[src/rtl/uart_pkt_pkg.sv]
// rtl/uart_pkt_pkg.sv - shared constants, state encoding and helpers for the UART packet controller
package uart_pkt_pkg;

   localparam logic [7:0] SYNC_BYTE          = 8'hA5;
   localparam int         MAX_LEN_DEF        = 8;
   localparam int         TIMEOUT_CYCLES_DEF = 50_000;

   typedef enum logic [2:0] {
      ST_IDLE,
      ST_OP,
      ST_LEN,
      ST_DATA,
      ST_CHK,
      ST_HOLD
   } state_e;

   function automatic logic [15:0] sat_inc16(input logic [15:0] v);
      return (v == 16'hFFFF) ? v : v + 16'd1;
   endfunction

endpackage

[src/rtl/uart_pkt_timer.sv]
// rtl/uart_pkt_timer.sv - clearable saturating inter-byte timeout counter with one-cycle expiry
module uart_pkt_timer
   import uart_pkt_pkg::*;
#(
   parameter int TIMEOUT_CYCLES = TIMEOUT_CYCLES_DEF
) (
   input  logic clk_i,
   input  logic reset_i,
   input  logic clear_i,
   input  logic enable_i,
   output logic expire_o
);

   localparam int             CW    = $clog2(TIMEOUT_CYCLES + 1);
   localparam logic [CW-1:0]  LIMIT = CW'(TIMEOUT_CYCLES - 1);

   logic [CW-1:0] cnt_q, cnt_d;

   always_comb begin
      cnt_d = cnt_q;
      if (clear_i || !enable_i) begin
         cnt_d = '0;
      end else if (cnt_q != LIMIT) begin
         cnt_d = cnt_q + CW'(1);
      end
   end

   always_ff @(posedge clk_i) begin
      if (reset_i) begin
         cnt_q <= '0;
      end else begin
         cnt_q <= cnt_d;
      end
   end

   // A clear in the same cycle wins, so a byte landing on the last count is not a timeout
   assign expire_o = enable_i && !clear_i && (cnt_q == LIMIT);

endmodule

[src/rtl/uart_pkt_ctrl.sv]
// rtl/uart_pkt_ctrl.sv - UART packet framer/checker (SYNC OP LEN PAYLOAD CHK) with command handshake
// Optional packet counters pkt_ok_cnt/pkt_err_cnt when UART_PKT_STATS_EN is defined.
module uart_pkt_ctrl
   import uart_pkt_pkg::*;
#(
   parameter int TIMEOUT_CYCLES = TIMEOUT_CYCLES_DEF,
   parameter int MAX_LEN        = MAX_LEN_DEF
) (
   input  logic                 clk,
   input  logic                 reset,
   input  logic [7:0]           rx_data,
   input  logic                 rx_valid,
   input  logic                 rx_error,
   output logic                 cmd_valid,
   input  logic                 cmd_ready,
   output logic [7:0]           cmd_op,
   output logic [3:0]           cmd_len,
   output logic [8*MAX_LEN-1:0] cmd_payload,
   output logic                 err_chk,
   output logic                 err_len,
   output logic                 err_frame,
   output logic                 err_timeout,
   output logic                 err_overrun,
`ifdef UART_PKT_STATS_EN
   output logic [15:0]          pkt_ok_cnt,
   output logic [15:0]          pkt_err_cnt,
`endif
   output logic                 busy
);

   state_e               state_q, state_d;
   logic [7:0]           op_q, op_d;
   logic [3:0]           len_q, len_d;
   logic [8*MAX_LEN-1:0] pay_q, pay_d;
   logic [3:0]           idx_q, idx_d;
   logic [7:0]           chk_q, chk_d;
   logic                 err_chk_q, err_chk_d;
   logic                 err_len_q, err_len_d;
   logic                 err_frame_q, err_frame_d;
   logic                 err_timeout_q, err_timeout_d;
   logic                 err_overrun_q, err_overrun_d;
   logic                 timer_en;
   logic                 timer_expire;

   assign timer_en = (state_q == ST_OP) || (state_q == ST_LEN) ||
                     (state_q == ST_DATA) || (state_q == ST_CHK);

   // Every accepted byte (including the sync that enters OP) restarts the timeout
   uart_pkt_timer #(
      .TIMEOUT_CYCLES(TIMEOUT_CYCLES)
   ) u_timer (
      .clk_i    (clk),
      .reset_i  (reset),
      .clear_i  (rx_valid),
      .enable_i (timer_en),
      .expire_o (timer_expire)
   );

   always_comb begin
      state_d       = state_q;
      op_d          = op_q;
      len_d         = len_q;
      pay_d         = pay_q;
      idx_d         = idx_q;
      chk_d         = chk_q;
      err_chk_d     = 1'b0;
      err_len_d     = 1'b0;
      err_frame_d   = 1'b0;
      err_timeout_d = 1'b0;
      err_overrun_d = 1'b0;

      case (state_q)
         ST_IDLE: begin
            if (rx_valid && (rx_data == SYNC_BYTE)) begin
               state_d = ST_OP;
               pay_d   = '0;
               idx_d   = '0;
               chk_d   = '0;
            end
         end

         ST_OP, ST_LEN, ST_DATA, ST_CHK: begin
            if (rx_error) begin
               err_frame_d = 1'b1;
               state_d     = ST_IDLE;
            end else if (rx_valid) begin
               case (state_q)
                  ST_OP: begin
                     op_d    = rx_data;
                     chk_d   = chk_q ^ rx_data;
                     state_d = ST_LEN;
                  end
                  ST_LEN: begin
                     chk_d = chk_q ^ rx_data;
                     if (rx_data > 8'(MAX_LEN)) begin
                        err_len_d = 1'b1;
                        state_d   = ST_IDLE;
                     end else begin
                        len_d   = rx_data[3:0];
                        state_d = (rx_data == 8'd0) ? ST_CHK : ST_DATA;
                     end
                  end
                  ST_DATA: begin
                     chk_d = chk_q ^ rx_data;
                     for (int i = 0; i < MAX_LEN; i++) begin
                        if (idx_q == 4'(i)) begin
                           pay_d[8*i +: 8] = rx_data;
                        end
                     end
                     if (idx_q == len_q - 4'd1) begin
                        state_d = ST_CHK;
                     end else begin
                        idx_d = idx_q + 4'd1;
                     end
                  end
                  ST_CHK: begin
                     if (rx_data == chk_q) begin
                        state_d = ST_HOLD;
                     end else begin
                        err_chk_d = 1'b1;
                        state_d   = ST_IDLE;
                     end
                  end
                  default: state_d = state_q;
               endcase
            end else if (timer_expire) begin
               err_timeout_d = 1'b1;
               state_d       = ST_IDLE;
            end
         end

         ST_HOLD: begin
            // Bytes arriving while the command is held are dropped, even a sync
            if (rx_valid) begin
               err_overrun_d = 1'b1;
            end
            if (cmd_ready) begin
               state_d = ST_IDLE;
            end
         end

         default: state_d = ST_IDLE;
      endcase
   end

   always_ff @(posedge clk) begin
      if (reset) begin
         state_q       <= ST_IDLE;
         op_q          <= '0;
         len_q         <= '0;
         pay_q         <= '0;
         idx_q         <= '0;
         chk_q         <= '0;
         err_chk_q     <= 1'b0;
         err_len_q     <= 1'b0;
         err_frame_q   <= 1'b0;
         err_timeout_q <= 1'b0;
         err_overrun_q <= 1'b0;
      end else begin
         state_q       <= state_d;
         op_q          <= op_d;
         len_q         <= len_d;
         pay_q         <= pay_d;
         idx_q         <= idx_d;
         chk_q         <= chk_d;
         err_chk_q     <= err_chk_d;
         err_len_q     <= err_len_d;
         err_frame_q   <= err_frame_d;
         err_timeout_q <= err_timeout_d;
         err_overrun_q <= err_overrun_d;
      end
   end

   assign cmd_valid   = (state_q == ST_HOLD);
   assign cmd_op      = op_q;
   assign cmd_len     = len_q;
   assign cmd_payload = pay_q;
   assign err_chk     = err_chk_q;
   assign err_len     = err_len_q;
   assign err_frame   = err_frame_q;
   assign err_timeout = err_timeout_q;
   assign err_overrun = err_overrun_q;
   assign busy        = (state_q != ST_IDLE);

`ifdef UART_PKT_STATS_EN
   logic [15:0] ok_cnt_q;
   logic [15:0] err_cnt_q;

   always_ff @(posedge clk) begin
      if (reset) begin
         ok_cnt_q  <= '0;
         err_cnt_q <= '0;
      end else begin
         if (cmd_valid && cmd_ready) begin
            ok_cnt_q <= sat_inc16(ok_cnt_q);
         end
         if (err_chk_q || err_len_q || err_frame_q || err_timeout_q || err_overrun_q) begin
            err_cnt_q <= sat_inc16(err_cnt_q);
         end
      end
   end

   assign pkt_ok_cnt  = ok_cnt_q;
   assign pkt_err_cnt = err_cnt_q;
`endif

endmodule

[config.mk]
export PLATFORM = sky130hd
export DESIGN_NAME = uart_pkt_ctrl
export DESIGN_NICKNAME = d
export VERILOG_FILES = /design/src/rtl/uart_pkt_pkg.sv /design/src/rtl/uart_pkt_timer.sv /design/src/rtl/uart_pkt_ctrl.sv
export SDC_FILE = /design/constraint.sdc
export NUM_CORES = 1
export LEC_CHECK = 0
export ABC_CLOCK_PERIOD_IN_PS = 2200
export CAP_MARGIN = 0
export CORE_UTILIZATION = 47
export CTS_CLUSTER_DIAMETER = 30
export DETAILED_ROUTE_END_ITERATION = 12
export PLACE_DENSITY_LB_ADDON = 0.15
export SLEW_MARGIN = 20
export SYNTH_ARGS = -nofsm -noshare
export SYNTH_HDL_FRONTEND = slang
export SYNTH_HIERARCHICAL = 1
export SYNTH_SLANG_ARGS = --single-unit
export TNS_END_PERCENT = 30
[constraint.sdc]
create_clock -name clk -period 2.2 [get_ports clk]
set_input_delay 0.22 -clock clk [delete_from_list [all_inputs] [get_ports clk]]
set_output_delay 0.22 -clock clk [all_outputs]
set_load 0.05 [all_outputs]
Word-level counts from Yosys, hierarchy flattened
Index checks and enable logic that the tools add are counted.
{"block": "totals", "latch_bits": 0, "output_inout_bits": 83, "mem_bits_rw": 0, "word_cells": 141, "input_bits": 13, "rom_bits": 0, "reg_bits": 112, "mem_count": 0}
{"block": "classes", "div_mod_pow": 0, "n_bitwise": 8, "n_mul": 0, "add_sub_neg": 3, "order_cmp": 1, "n_reduce_logical": 35, "n_shift": 0, "eq_ne": 35, "muxes": 40}
{"op": "$mux 64", "count": 4}
{"op": "$pmux 64 s2", "count": 1}
{"op": "$mux 8", "count": 12}
{"op": "$reduce_and 6->1", "count": 9}
{"op": "$ne 2x2->1 const B", "count": 14}
{"op": "$mux 3", "count": 9}
{"op": "$mux 4", "count": 5}
{"op": "$add 16x1->16 const B", "count": 1}
{"op": "$eq 16x16->1 const B", "count": 1}
{"op": "$eq 4x3->1 const B", "count": 4}
{"op": "$ne 16x16->1 const B", "count": 1}
{"op": "$pmux 8 s2", "count": 1}
{"op": "$reduce_and 5->1", "count": 3}
{"op": "$pmux 3 s4", "count": 1}
{"op": "$reduce_or 5->1", "count": 2}
{"op": "$pmux 3 s3", "count": 1}
{"op": "$eq 4x2->1 const B", "count": 2}
{"op": "$eq 8x8->1", "count": 1}
{"op": "$eq 8x8->1 const B", "count": 1}
{"op": "$gt 8x4->1 const B", "count": 1}
{"op": "$logic_not 8->1", "count": 1}
{"op": "$pmux 4 s2", "count": 1}
{"op": "$reduce_or 4->1", "count": 2}
{"op": "$xor 8x8->8", "count": 1}
{"op": "other kinds (23)", "count": 43}

Logic depth before layout (Yosys ltp)
{"block": "depth", "ltp_word": 10, "mapped_depth": 10, "depth_no_buf": 9}

Hierarchy
The synthesis kept the hierarchy.
{"mod": "uart_pkt_ctrl", "seq_area_each_um2": 1921.8, "instances": 1, "cells_per_inst": 437, "area_each_um2": 4206.5}
{"mod": "uart_pkt_timer", "seq_area_each_um2": 320.3, "instances": 1, "cells_per_inst": 85, "area_each_um2": 755.7}

Least setup slack after synthesis
OpenSTA, ideal clock, no wires.
{"block": "synth_path", "path_kind": "flip-flop to flip-flop", "start": "register u_timer.cnt_q[0]", "end": "register state_q[2]", "t_arrival_ps": 2210, "n_path_buf": 0, "setup_ps": 72, "required_ps": 2128, "path_stages_with_launch": 9, "period_less_slack_ps": 2282, "slack_ps": -82, "path_cell_list": "dfxtp_1 -> ha_1 -> nand3_1 -> nor4_4 -> and3b_1 -> nor3_1 -> a22o_1 -> nor3_1 -> mux2i_1"}
{"block": "synth_between", "elab_chain_len": 4}
{"item": "start: declaration", "line": "uart_pkt_timer.sv:17", "rtl": "logic [CW-1:0] cnt_q, cnt_d;"}
{"item": "start signal: assignment", "line": "uart_pkt_timer.sv:32", "rtl": "cnt_q <= cnt_d;"}
{"item": "$eq 16x16->1", "line": "uart_pkt_timer.sv:37", "rtl": "assign expire_o = enable_i && !clear_i && (cnt_q == LIMIT);"}
{"item": "$logic_and 1x1->1", "line": "uart_pkt_timer.sv:37"}
{"item": "net timer_expire", "line": "uart_pkt_ctrl.sv:43", "rtl": "logic timer_expire;"}
{"item": "$ne 4x4->1 (no line)"}
{"item": "$reduce_and 5->1 (no line)"}
{"item": "end signal: assignment", "line": "uart_pkt_ctrl.sv:160", "rtl": "state_q <= state_d;"}
{"item": "end: declaration", "line": "uart_pkt_ctrl.sv:31", "rtl": "state_e state_q, state_d;"}
The timed path passes the listed nets, and every way through them passes these cells.
A chain may end at the register's enable or synchronous reset.

Worst setup path in the final report
{"block": "layout_path", "start": "register u_timer.cnt_q[5]", "end": "register state_q[2]"}
The elaborated chain is that of the path after synthesis.

==> summary.txt <==
Synth
  • Post-synth ARST share: 0%
  • Synth Net Count: 541
  • Top post-synthesis cells by count: dfxtp_1, nor2_1, mux2i_1
  • Sequential fraction of the synthesis area: 45.2%
  • Leading area contributor after synthesis: dfxtp_1
  • Synthesized flop and latch total: 112
  • Syn Area/Cell: roughly 9.5 um2
  • Post-synth cell types: 52
  • Synth area leaders: dfxtp_1, mux2i_1, nor2_1
  • Dominant cell by count in the synthesized netlist: dfxtp_1
  • Top_reg_cell synth: dfxtp_1
  • Synth warn: 6
  • Gate Count Post-Synth: 522
  • Synthesized area: 4960 um2
  • EDFF count, synth: 0
  • Top cell type's share of synthesized area: ~45%

Cells and area
  • # fillers: 892
  • Register area: 2250 um2
  • Final Util: 63.4%
  • Antenna cells: 0
  • Layout cells sized above 1: 12.5%
  • Post-route cell area: roughly 6500 um2
  • Final net count: 652
  • Post-route insts no fill: 774
  • Area of the multi-input gates: around 2500 um2
  • P&R area growth vs syn: 31.4%

Clock tree
  • Sink Count: about 110
  • TritonCTS clock tree: done
  • CTS root buf: clkbuf_8
  • Clk buf depth: 2
  • Reg clk slew, reported paths: ~0.11 ns
  • Insertion delay to the later sink of the worst-skew pair: 0.37 ns
  • Htree depth: 3
  • Total CTS buffers: 9

Pwr
  • VDD IR max: 470 uV
  • Cell Pwr Density: 692 nW/um2
  • Clk pwr share: a little under a third
  • Int Pwr: 3.05 mW
  • Seq pwr share: 46.4%
  • Leak Pwr: 2.25 nW
  • Total power: 4.51 mW
  • Combinational share of power: approximately 23%
  • Switch Pwr: 1.46 mW
  • Sw frac: 32.4%

Timing
  • Final setup viols: 0
  • Relative slew slack: a little under three fifths
  • WHS: 0.331 ns
  • RSZ-0062 raised after global routing: true
  • Setup TNS: 0 ns
  • Worst slew pin tran: 0.641 ns
  • Period minus WS final: 2.12 ns
  • Final Hold Viols: 0
  • Worst setup margin: 0.0782 ns
  • Final worst path period share: a little over nine tenths
  • Pins Over Slew Limit: 0
  • Final Skew: 0.0134 ns
  • Fmax: between 0.4 and 0.5 GHz

Worst setup path
  • CP startpoint kind: flop
  • Crit path max fanout: 3
  • Critical path endpoint category: flop
  • Worst path required time: 2.51 ns
  • Setup CP Type: flop to flop
  • Reg2Reg Setup Slack: 0.08 ns
  • Worst Path Arrival: roughly 2.4 ns

Placement
  • Post-Place Cell Area: 6280 um2
  • Post-Place Cells: 757
  • GPL Wtd Cong: 0.868
  • PortBufs: 95
  • DP Worst Slack: -0.0592 ns
  • Post-DP HPWL: 9020 um

Drt
  • DRT antenna net count: 0
  • DR iter-0 viols: 130
  • WL final: 12,700 um
  • # DRC: 0
  • Routed vias: 4,138
  • DRT Pass-1 Iters: 4
  • Vias per std cell: 5.35
  • Detailed-route wire length per cell: 16.5 um

Run
  • Max cap viols: 0

GRT
  • Vias in the first global route: roughly 4,100
  • Initial antenna violation count: 0
  • Remaining Overflow, GRT: 0
  • Largest net degree at the start of global routing: 57
  • GRT Overall Usage: 23.3%
  • Global-route wire length before repair: about 20,000 um

Floorplanning
  • Die W: 105 um
  • I/O pins: 96
  • Rows: 37
  • Core area: 10,300 um2
  • Die Y: 105 um
  • Die ar.: 11,000 um2
  • Initial Utilization: 48.3%

Run status
  • Outcome: finished clean

Hold path
  • Hold Path Class: input port to flop
-- timing repair --
item,in CTS,in global routing
gates resized for setup,0,5
gates cloned,0,0
buffers inserted,1,0
hold buffers,0,0
endpoints found under the setup margin,3,3
pin swaps,1,4
-- worst max-delay path, stage by stage, from the launching register on --
cell and delay [ns]:
dfxtp_2 0.33, or4b_4 0.54, nor4_4 0.31, and3b_1 0.23, nor3_1 0.06, a22o_1 0.22, nor3_2 0.17, mux2i_1 0.20
-- flip-flops by register name (all words and copies together) (netlist names) --
register / count
cmd_payload: 64
u_timer/cnt_q: 16
chk_q: 8
cmd_op: 8
cmd_len: 4
idx_q: 4
state_q: 3
err_chk: 1
err_frame: 1
err_len: 1
err_overrun: 1
err_timeout: 1
-- cells by family after synthesis --
kind of cell               count (synthesis)  share of synthesized area [%]
and+or+nand+nor                          198                           20.5
DFF                                      112                           45.2
muxes                                     71                           14.3
AOI/OAI and AO/OA                         68                           10.2
buffers and inverters                     44                           3.86
xor gates and xnor gates                  23                           4.36
adders and majority gates                  6                           1.51
-- cell usage in the layout (no fill, tap or decap), types with 8 or more instances in the layout --
cell	instances
xnor2_1	17
dfxtp_1	108
mux2i_1	71
a32o_1	8
a21oi_1	26
nor2_1	86
buf_4	33
nand2_1	19
nor2b_1	11
o21ai_0	13
clkbuf_8	9
nand3_1	14
nor3_1	13
clkdlybuf4s50_1	92
a21oi_4	8
nand4_1	10
inv_1	11
-- routing by layer --
layer	global-route usage [%]	wire, um	up-vias
met1	28.6	5630	1991
met3	4.43	585	16
met5	0	0	-
met4	9.46	223	0
li1	-	-	2025
met2	40.0	6300	106
-- power groups by stage --
stage / logic (mW) / clock network [mW] / registers, mW
global placement: 1.02 / 0 / 2.14
global route: 1.12 / 1.47 / 2.10
detailed placement: 1.03 / 0 / 2.14
floorplan: 0.640 / 0 / 2.19
CTS: 1.04 / 1.40 / 2.10
finish: 1.03 / 1.38 / 2.10
-- worst paths after layout --
kind	startpoint	cells past startpoint	end
max	u_timer/cnt_q[5]$_SDFFE_PP0P_	7	state_q[2]$_SDFFE_PP0P_
min	reset	3	u_timer/cnt_q[12]$_SDFFE_PP0P_
max reg2reg	u_timer/cnt_q[5]$_SDFFE_PP0P_	7	state_q[2]$_SDFFE_PP0P_
min reg2reg	cmd_op[6]$_SDFFE_PP0P_	2	cmd_op[6]$_SDFFE_PP0P_
-- layout make-up --
| type | instances | area share (%) |
|---|---|---|
| Tap cell | 136 | 2.61 |
| Timing Repair Buffer | 132 | 19.8 |
| Sequential cell | 112 | 34.5 |
| Inverter | 12 | 0.691 |
| Clock buffer | 9 | 1.90 |
| Clock inverter | 7 | 1.55 |
| Multi-Input combinational cell | 366 | 38.9 |
Note: power is estimated with default switching activity, not from simulation.
==> variant 1, RTL diff (same settings) <==
The 6 states of `state_e` get a one-hot encoding in 6 bits.
--- a/src/rtl/uart_pkt_pkg.sv
+++ b/src/rtl/uart_pkt_pkg.sv
@@ -5,13 +5,13 @@
    localparam int         MAX_LEN_DEF        = 8;
    localparam int         TIMEOUT_CYCLES_DEF = 50_000;
 
-   typedef enum logic [2:0] {
-      ST_IDLE,
-      ST_OP,
-      ST_LEN,
-      ST_DATA,
-      ST_CHK,
-      ST_HOLD
+   typedef enum logic [5:0] {
+      ST_IDLE = 6'b000001,
+      ST_OP   = 6'b000010,
+      ST_LEN  = 6'b000100,
+      ST_DATA = 6'b001000,
+      ST_CHK  = 6'b010000,
+      ST_HOLD = 6'b100000
    } state_e;
 
    function automatic logic [15:0] sat_inc16(input logic [15:0] v);
Behaviour: same outputs for any inputs over 4 cycles, from zero or initial values and one cycle with reset high; so few cycles prove little.
==> variant 1 against the unedited design <==
  * The flow now finishes with violations (negative setup slack)
  * Sequential cell count is 3 higher
  * Via count is 8.8% higher
  * Routed wire length is 13% higher
  * Area after synthesis is 7.5% higher
  * First-iteration DRC count is 71% higher
  * Final area is 17% higher
  * Setup slack worse by 80 ps
Power is not compared: it rests on default switching activity, and its combinational part moved more than twofold at a synthesized area within 25%.
==> variant 1: results <==
export IMPL_crit_family="compound AO/OA/AOI/OAI gates"
export IMPL_first_pass_iters=6
export IMPL_status="complete, but fails checks"
export IMPL_wl_mm=14.3
export IMPL_critPathSlowestCell="or3b_2"
export IMPL_dp_hpwl_mm=9.74
export IMPL_arrival_ps=2550
export IMPL_syn_nets=558
export IMPL_grt_max_degree=77
export IMPL_grt_pass1_vias=4584
export IMPL_synth_area_leaders="dfxtp_1, mux2i_1, nand2b_1"
export IMPL_path_clk_slew_ps=50
export IMPL_crit_path_max_incr_delay_ps=610
export IMPL_fin_nets=713
export IMPL_async_reset_ff_frac=0
export IMPL_gp_congestion=0.869
export IMPL_drt_iter0_markers=222
export IMPL_numPlacedInstances=812
export IMPL_htreeDepth=4
export IMPL_cts_buffers=17
export IMPL_grt_pass1_wl_mm=22.7
export IMPL_track_usage=0.255
export IMPL_final_layout_size_suffix_gt1_frac=0.202
export IMPL_setup_violations=1
export IMPL_peakVddDrop_uv=451
export IMPL_tns_ps=-1.93
export IMPL_yosys_cell_types_count=58
export IMPL_clkLatencyLatePin_ps=420
export IMPL_antenna_found_initial=1
export IMPL_clk_path_buf_depth=2
export IMPL_port_buffers=95
export IMPL_critPathMaxFanout=12
export IMPL_worst_slew_pin_slew_ps=552
export IMPL_p_sw_frac=0.209
export IMPL_avgViaCountPerCell=5.31
export IMPL_clk_root_buffer_cell="clkbuf_16"
export IMPL_skew_ps=17.6
export IMPL_syn_area_per_cell_um2=9.89
export IMPL_hp_class="in -> reg"
export IMPL_post_drt_wl_per_cell_um=16.9
export IMPL_ys_flop_type="dfxtp_1"
export IMPL_yosysSeqAreaShare=0.432
export IMPL_ys_warn_count=6
export IMPL_largest_reg_flops=64
export IMPL_violations="negative setup slack"
export IMPL_setup_ws_ps=-1.93
export IMPL_synth_common_cells="dfxtp_1, mux2i_1, nand2b_1"
export IMPL_p_leak_nw=2.64
variant 1: power groups by stage:
stage / Sequential [mW] / Combinational [mW] / Clock [mW]
finish: 2.08 / 0.139 / 2.67
global route: 2.08 / 0.147 / 2.79
CTS: 2.08 / 0.137 / 2.70
detailed placement: 2.13 / 0.135 / 0
global placement: 2.13 / 0.135 / 0
floorplan: 2.13 / 0.0639 / 0
variant 1: metal layers:
| layer | track usage | vias up | routed length [um] |
|---|---|---|---|
| met5 | 0 | - | 0 |
| met2 | 0.415 | 134 | 7080 |
| li1 | - | 2177 | - |
| met4 | 0.102 | 0 | 254 |
| met3 | 0.101 | 23 | 1030 |
| met1 | 0.299 | 2168 | 5970 |
variant 1: what timing repair did:
item	4_1_cts	5_1_grt
hold buffers	0	0
resized for setup	0	14
setup buffers	0	4
setup endpoints to repair	0	80
variant 1: path summary, 6_finish.rpt:
kind,from,endpoint,slack (ps),cells past startpoint
min,reset,cmd_op[6]$_SDFFE_PP0P_,260,2
max reg2reg,state_q[3]$_SDFFE_PP0P_,u_timer/cnt_q[15]$_SDFFE_PP0P_,-2,7
max,state_q[3]$_SDFFE_PP0P_,u_timer/cnt_q[15]$_SDFFE_PP0P_,-2,7
min reg2reg,cmd_payload[2]$_SDFFE_PP0P_,cmd_payload[2]$_SDFFE_PP0P_,470,2
variant 1: area by class of cell:
class	instances	area, um^2
Antenna cell	1	2.50
Clock buffer	22	464
Clock inverter	10	106
Fill cell	884	3280
Inverter	13	56.3
Multi-Input combinational cell	388	2970
Sequential cell	115	2310
Tap cell	140	175
Timing Repair Buffer	159	1570
variant 1: kinds of logic after synthesis:
group | Yosys count | share of synthesized area
AO/OA/AOI/OAI | 54 | 0.0894
AND/OR/NAND/NOR | 224 | 0.244
XOR/XNOR | 26 | 0.0455
adder cells (fa/ha/maj) | 6 | 0.0141
flip-flops | 115 | 0.432
multiplexers | 78 | 0.146
buffers and inverters | 36 | 0.0289
variant 1: through the flow:
step,util,worst slack [ps],power [mW],cell area [um^2],hold WS [ps]
floorplan,-,-36.8,2.19,5390,342
global placement,0.639,-153,2.26,6990,457
detailed placement,0.639,-182,2.26,6990,462
CTS,0.692,4.60,4.92,7560,252
global route,0.700,-132,5.01,7650,268
finish,0.700,-1.93,4.89,7650,258
==> variant 2, RTL diff (same flow settings) <==
Made on the original files. `MAX_LEN_DEF`: 8 -> 16.
--- a/src/rtl/uart_pkt_pkg.sv
+++ b/src/rtl/uart_pkt_pkg.sv
@@ -2,7 +2,7 @@
 package uart_pkt_pkg;
 
    localparam logic [7:0] SYNC_BYTE          = 8'hA5;
-   localparam int         MAX_LEN_DEF        = 8;
+   localparam int         MAX_LEN_DEF        = 16;
    localparam int         TIMEOUT_CYCLES_DEF = 50_000;
 
    typedef enum logic [2:0] {
Ports: changed (resized cmd_payload); port bits go from 96 to 160. No check against the original RTL was run, so the function may have changed too.
==> variant 2 against the unedited design <==
  * Count of clock-buffer cells in the layout grew 9
  * Global-route usage is 2.6 points higher
  * Worst hold slack improved by 130 ps
  * Highest routed layer unchanged
  * Critical endpoint is now cmd_payload[97]$_SDFFE_PP0P_
  * Final area up 57%
  * Setup slack improved by 33 ps
  * Power grew 80%
  * Area after synthesis grew 51%
  * Routed wire length up 64%
  * Sequential cell count rose by 64
  * Via count grew 52%
  * Combinational power up 82%
  * First-iteration DRC count rose to 2.5 times the old value
==> variant 2: results <==
export IMPL_hp_class="reg -> reg"
export IMPL_reg2reg_to="cmd_payload[97]$_SDFFE_PP0P_"
export IMPL_gp_congestion=0.892
export IMPL_clkLatencyLatePin_ps=430
export IMPL_grt_use_met2=0.433
export IMPL_critPathLaunch="state_q[1]$_SDFFE_PP0P_"
export IMPL_hold_end="cmd_op[5]$_SDFFE_PP0P_"
export IMPL_signal_buffer_area_fraction=0.206
export IMPL_nMultiInputCombCells=536
export IMPL_wl_mm=20.9
export IMPL_arrival_ps=2370
export IMPL_buffers=212
export IMPL_p_sw_frac=0.316
export IMPL_track_usage=0.259
export IMPL_status="completed"
export IMPL_post_drt_wl_per_cell_um=17.6
export IMPL_grt_pass1_vias=6364
export IMPL_fin_nets=982
export IMPL_worst_slew_pin_slew_ps=568
export IMPL_cts_buffers=17
export IMPL_synthXorXnorAreaFrac=0.0292
export IMPL_yosysSeqAreaShare=0.471
export IMPL_syn_inst=779
export IMPL_synth_common_cells="dfxtp_1, nand2_1, mux2i_1"
export IMPL_synth_compound_area_frac=0.0792
export IMPL_yosys_area_share_adder=0.0100
export IMPL_combPwrFrac=0.231
export IMPL_wl_met1_mm=9.01
export IMPL_grt_use_met3=0.0710
export IMPL_synth_area_mux_share=0.171
export IMPL_port_buffers=159
export IMPL_via_count=6295
export IMPL_skew_ps=6.46
export IMPL_yosys_cell_types_count=62
export IMPL_switching_power_mw=2.56
export IMPL_path_clk_slew_ps=70
[variant 2: changes by cell type after synthesis, moves of 9 or more]
cell      change
nand2_1     +141
dfxtp_1      +64
nor2_1       -58
mux2i_1      +55
nand3_1      +18
clkbuf_1     +10
inv_1         +9
o32ai_1       +9
[variant 2: timing repair]
action,4_1_cts,5_1_grt
setup endpoints to repair,2,59
pin swaps,0,3
buffers inserted,0,1
endpoints found under the hold margin,0,0
resized for setup,1,8
[variant 2: stage by stage]
stage / TNS [ps] / utilization / hold slack [ps] / setup slack (ps)
after detailed placement: -3020 / 0.629 / 449 / -141
after global placement: -2220 / 0.629 / 440 / -128
after CTS: 0 / 0.665 / 460 / 16.1
after global routing: 0 / 0.668 / 475 / 2.53
after floorplan: 0 / - / 366 / 31.6
final: 0 / 0.668 / 457 / 111
[variant 2: worst max-delay path, stage by stage (launching register included)]
cell and delay [ps]:
dfxtp_1 380, buf_4 200, nor2_4 200, mux2i_4 310
a2bb2oi_4 190, buf_12 250, o21ai_2 220, mux2i_1 190
